## src/rtl/mux_arbiter_32bit.sv

```systemverilog
// Round-robin packet arbiter for a shared 2:1 datapath mux with a registered output stage.
// Requester A is routed when sel=1 and B when sel=0. A grant is held for a whole packet.
module mux_arbiter_32bit #(
  parameter int unsigned WIDTH = 32
) (
  input  logic             clk,
  input  logic             rst_n,
  input  logic             a_valid,
  input  logic [WIDTH-1:0] a_data,
  input  logic             a_last,
  output logic             a_ready,
  input  logic             b_valid,
  input  logic [WIDTH-1:0] b_data,
  input  logic             b_last,
  output logic             b_ready,
  output logic             sel,
  output logic             y_valid,
  output logic [WIDTH-1:0] y_data,
  output logic             y_last,
  output logic             y_src,
  input  logic             y_ready
);

  typedef enum logic [1:0] {StIdle, StGrantA, StGrantB} state_e;

  state_e state_q, state_d;
  // 1 = A wins a tie, 0 = B wins a tie.
  logic   pri_q, pri_d;

  logic   out_free;
  logic   a_acc;
  logic   b_acc;

  // Handshake decode: readies depend combinationally on y_ready through out_free.
  always_comb begin
    out_free = !y_valid || y_ready;
    sel      = (state_q == StGrantA);
    a_ready  = (state_q == StGrantA) && out_free;
    b_ready  = (state_q == StGrantB) && out_free;
    a_acc    = a_valid && a_ready;
    b_acc    = b_valid && b_ready;
  end

  // Next-state and priority: arbitrate from idle, re-arbitrate when a last beat is accepted.
  always_comb begin
    state_d = state_q;
    pri_d   = pri_q;
    unique case (state_q)
      StIdle: begin
        if (a_valid && b_valid) begin
          state_d = pri_q ? StGrantA : StGrantB;
        end else if (a_valid) begin
          state_d = StGrantA;
        end else if (b_valid) begin
          state_d = StGrantB;
        end
      end
      StGrantA: begin
        if (a_acc && a_last) begin
          pri_d = 1'b0;
          if (b_valid) begin
            state_d = StGrantB;
          end else if (a_valid) begin
            state_d = StGrantA;
          end else begin
            state_d = StIdle;
          end
        end
      end
      StGrantB: begin
        if (b_acc && b_last) begin
          pri_d = 1'b1;
          if (a_valid) begin
            state_d = StGrantA;
          end else if (b_valid) begin
            state_d = StGrantB;
          end else begin
            state_d = StIdle;
          end
        end
      end
      default: begin
        state_d = StIdle;
      end
    endcase
  end

  // Arbiter state register; reset restarts from idle with A priority.
  always_ff @(posedge clk or negedge rst_n) begin
    if (!rst_n) begin
      state_q <= StIdle;
      pri_q   <= 1'b1;
    end else begin
      state_q <= state_d;
      pri_q   <= pri_d;
    end
  end

  // Output stage: load on an accepted beat, drop valid once the held beat is taken.
  always_ff @(posedge clk or negedge rst_n) begin
    if (!rst_n) begin
      y_valid <= 1'b0;
      y_data  <= '0;
      y_last  <= 1'b0;
      y_src   <= 1'b0;
    end else if (a_acc || b_acc) begin
      y_valid <= 1'b1;
      y_data  <= sel ? a_data : b_data;
      y_last  <= sel ? a_last : b_last;
      y_src   <= sel;
    end else if (y_ready) begin
      y_valid <= 1'b0;
    end
  end

endmodule

```

## config.mk

```make
export PLATFORM = sky130hd
export DESIGN_NAME = mux_arbiter_32bit
export DESIGN_NICKNAME = d
export VERILOG_FILES = /design/src/rtl/mux_arbiter_32bit.sv
export SDC_FILE = /design/constraint.sdc
export NUM_CORES = 1
export LEC_CHECK = 0
export CAP_MARGIN = 30
export CORE_ASPECT_RATIO = 0.8
export CORE_UTILIZATION = 40
export CTS_CLUSTER_SIZE = 14
export DETAILED_ROUTE_END_ITERATION = 10
export GPL_TIMING_DRIVEN = 0
export MAX_ROUTING_LAYER = met4
export PLACE_DENSITY = 0.79
export SYNTH_ARGS = -nofsm -noshare
export SYNTH_HDL_FRONTEND = slang
export SYNTH_SLANG_ARGS = --single-unit
```

## constraint.sdc

```tcl
create_clock -name clk -period 3.22 [get_ports clk]
set_input_delay 0.644 -clock clk [delete_from_list [all_inputs] [get_ports clk]]
set_output_delay 0.644 -clock clk [all_outputs]
set_load 0.01 [all_outputs]
```

==> impl_metrics.py <==
metrics = {
    "setup_path": {
        "worstPathRequired_ns": 2.58,
        "endpoint": "b_ready",
        "timing.rr.start": "state_q[0]",
        "arrival_ns": 2.00,
        "startpoint_type": "input port",
        "r2r-end": "y_data[7]",
        "crit_start": "y_ready",
        "critPathKind": "in -> out",
        "critPathCaptureType": "output pin",
        "rrSetupSlack_ns": 1.47,
        "path_max_fanout": 5,
        "reg2reg_depth": 5,
    },
    "yosys": {
        "synth_top_area_frac": 0.4224,
        "async_flop_share": 1.000,
        "ys.flop_type": "dfrtp_1",
        "ys_ff_latch": 38,
        "synth_edf_count": 0,
        "synth_warnings": 0,
        "ys_types": 28,
        "syn_nets": 211,
        "avgSynthCellArea_um2": 15.66,
        "synth_area_mm2": 0.002192,
        "postSynthCellCount": 140,
        "synth_top_cells_by_count": "mux2_4 (56), dfrtp_1 (37), mux2_2 (10)",
        "synth.area.top_cells": "dfrtp_1 (42%), mux2_4 (38%), mux2_2 (5.1%)",
        "ys_seq_area_frac": 0.4344,
        "yosys.area.top_type": "dfrtp_1",
        "yosysMostFrequentCell": "mux2_4",
    },
    "grt": {
        "grt_max_degree": 39,
        "gr-total-overflow": 0,
        "grt_pass1_wl_mm": 7.645,
        "antenna_found_initial": 0,
        "track_usage": 0.1816,
        "grt_pass1_vias": 1592,
    },
    "sta": {
        "worstMarginPinSlew_ns": 0.8363,
        "whs_ns": 0.4570,
        "final_max_slew_viol_count": 0,
        "slew_headroom": 0.4425,
        "timing.setup.tns_ns": 0,
        "fin_worst_skew_ns": 0.01325,
        "hold_viol": 0,
        "finalSetupViolations": 0,
        "rsz0062_at_grt": "false",
        "max_freq_mhz": 377.5,
        "finalCritPeriodShare": 0.8226,
        "period_needed_ns": 2.649,
    },
    "route": {
        "wl_per_cell_um": 15.06,
        "first_iter_violations": 59,
        "vias": 1547,
        "wirelength_mm": 4.790,
        "firstDrtPassIters": 8,
        "ant_nets": 0,
        "drc": 8,
        "vias_per_cell": 4.865,
    },
    "layout": {
        "diodes": 0,
        "finalNetCount": 326,
        "drive_gt1_frac": 0.3398,
        "nFillCells": 387,
        "multi_input_area_mm2": 0.001130,
        "seq_area_um2": 952.2,
        "syn2layout_area_growth_pct": 56.79,
    },
    "floorplanning": {
        "initial_utilization": 0.4256,
        "fp-row-count": 23,
        "dieArea_mm2": 0.005782,
        "core_area_mm2": 0.005151,
        "die_h_um": 68.22,
        "pin_count": 109,
        "die_x_um": 84.77,
    },
    "clocking": {
        "cts_buffers": 5,
        "htreeDepth": 2,
        "cts_hold_buffers": 0,
        "clk_latency_ns": 0.29,
        "ctsResizeCount": 0,
        "cts_tree": "yes",
        "clockBufferDepth": 2,
        "clkSinkCount": 38,
        "clk_pin_slew_ns": 0.07,
        "clockRootBuffer": "clkbuf_8",
        "cts_setup_buffers": 0,
    },
    "pwr": {
        "power_density_mw_per_mm2": 884.1,
        "ir_drop_v": 0.0004637,
        "p_leak_uw": 0.001483,
    },
    "outcome": {
        "status": "complete, but fails checks",
        "violations": "design-rule violations",
    },
    "placement": {
        "gp_congestion": 0.8861,
        "place_hpwl_mm": 3.667,
        "port_buffers": 108,
    },
    "run": {
        "drv_cap": 0,
    },
    "hold_path": {
        "hold_class": "in -> async",
    },
}
-- cells by family (layout without fill, tap and decap cells) --
kind of cell / after synthesis / in the layout / synth area share
multiplexers: 66 / 66 / 0.4349
AO/OA/AOI/OAI: 10 / 10 / 0.03768
AND/OR/NAND/NOR: 16 / 16 / 0.04280
buffers and inverters: 10 / 126 / 0.05023
flip-flops: 38 / 38 / 0.4344
-- how the worst min path moves through the flow --
stage,start,endpoint,slack [ns]
after detailed placement,y_data[19],y_data[19],0.49
after CTS,rst_n,y_last,0.49
after floorplan,rst_n,state_q[0],0.35
final,rst_n,y_data[1],0.46
after global routing,y_data[26],y_data[26],0.52
after global placement,y_data[28],y_data[28],0.49
-- worst max-delay path, stage by stage --
cell and delay [ns]:
clkdlybuf4s50_1 0.42, nor2b_1 0.36, nor3_1 0.09, clkdlybuf4s50_1 0.49
-- flip-flops by register name, indices dropped and copies added, names as in the netlist --
| register | count |
|---|---|
| pri_q | 1 |
| state_q | 2 |
| y_data | 32 |
| y_last | 1 |
| y_src | 1 |
| y_valid | 1 |
-- per-layer routing --
metal / global-route usage / routed length (um) / up-vias
met4: 0.06992 / 61 / 0
met5: - / 0 / -
met3: 0.04101 / 306 / 5
met2: 0.2927 / 2218 / 61
met1: 0.2270 / 2204 / 741
li1: - / - / 740
-- power by group --
part	internal (uW)	leakage [uW]	switching, uW
clock network	173	0.0000482	158
logic	1200	0.000988	628
registers	733	0.000447	145
-- layout by cell type, fill, tap and decap left out, types with 2 or more instances in the layout --
master and count:
dfrtp_1 37, clkdlybuf4s50_1 107, buf_12 2, clkbuf_8 6, nand3b_1 2, mux2_4 56, buf_2 2, a31o_2 2
nand2b_1 2, mux2_2 10, nand3_1 2, inv_1 2, buf_6 3, nor2b_1 2, nor2_1 4
-- final cells by class --
class / instances / share of cell area
Inverter: 3 / 0.004732
Clock buffer: 7 / 0.02512
Buffer: 7 / 0.02730
Clock inverter: 1 / 0.001456
Multi-Input combinational cell: 92 / 0.3287
Timing Repair Buffer: 108 / 0.3131
Tap cell: 62 / 0.02257
Sequential cell: 38 / 0.2770
-- metrics by stage --
| step | power (uW) | setup slack, ns | utilization | instances | instance area (um2) |
|---|---|---|---|---|---|
| floorplan | 1998 | 1.506 | - | 140 | 2192 |
| global placement | 2706 | 0.5779 | 0.6505 | 310 | 3351 |
| detailed placement | 2725 | 0.5843 | 0.6495 | 310 | 3346 |
| CTS | 3071 | 0.5659 | 0.6672 | 318 | 3437 |
| global route | 3218 | 0.4774 | 0.6672 | 318 | 3437 |
| finish | 3039 | 0.5713 | 0.6672 | 318 | 3437 |
Note: power is estimated with default switching activity, not from simulation.
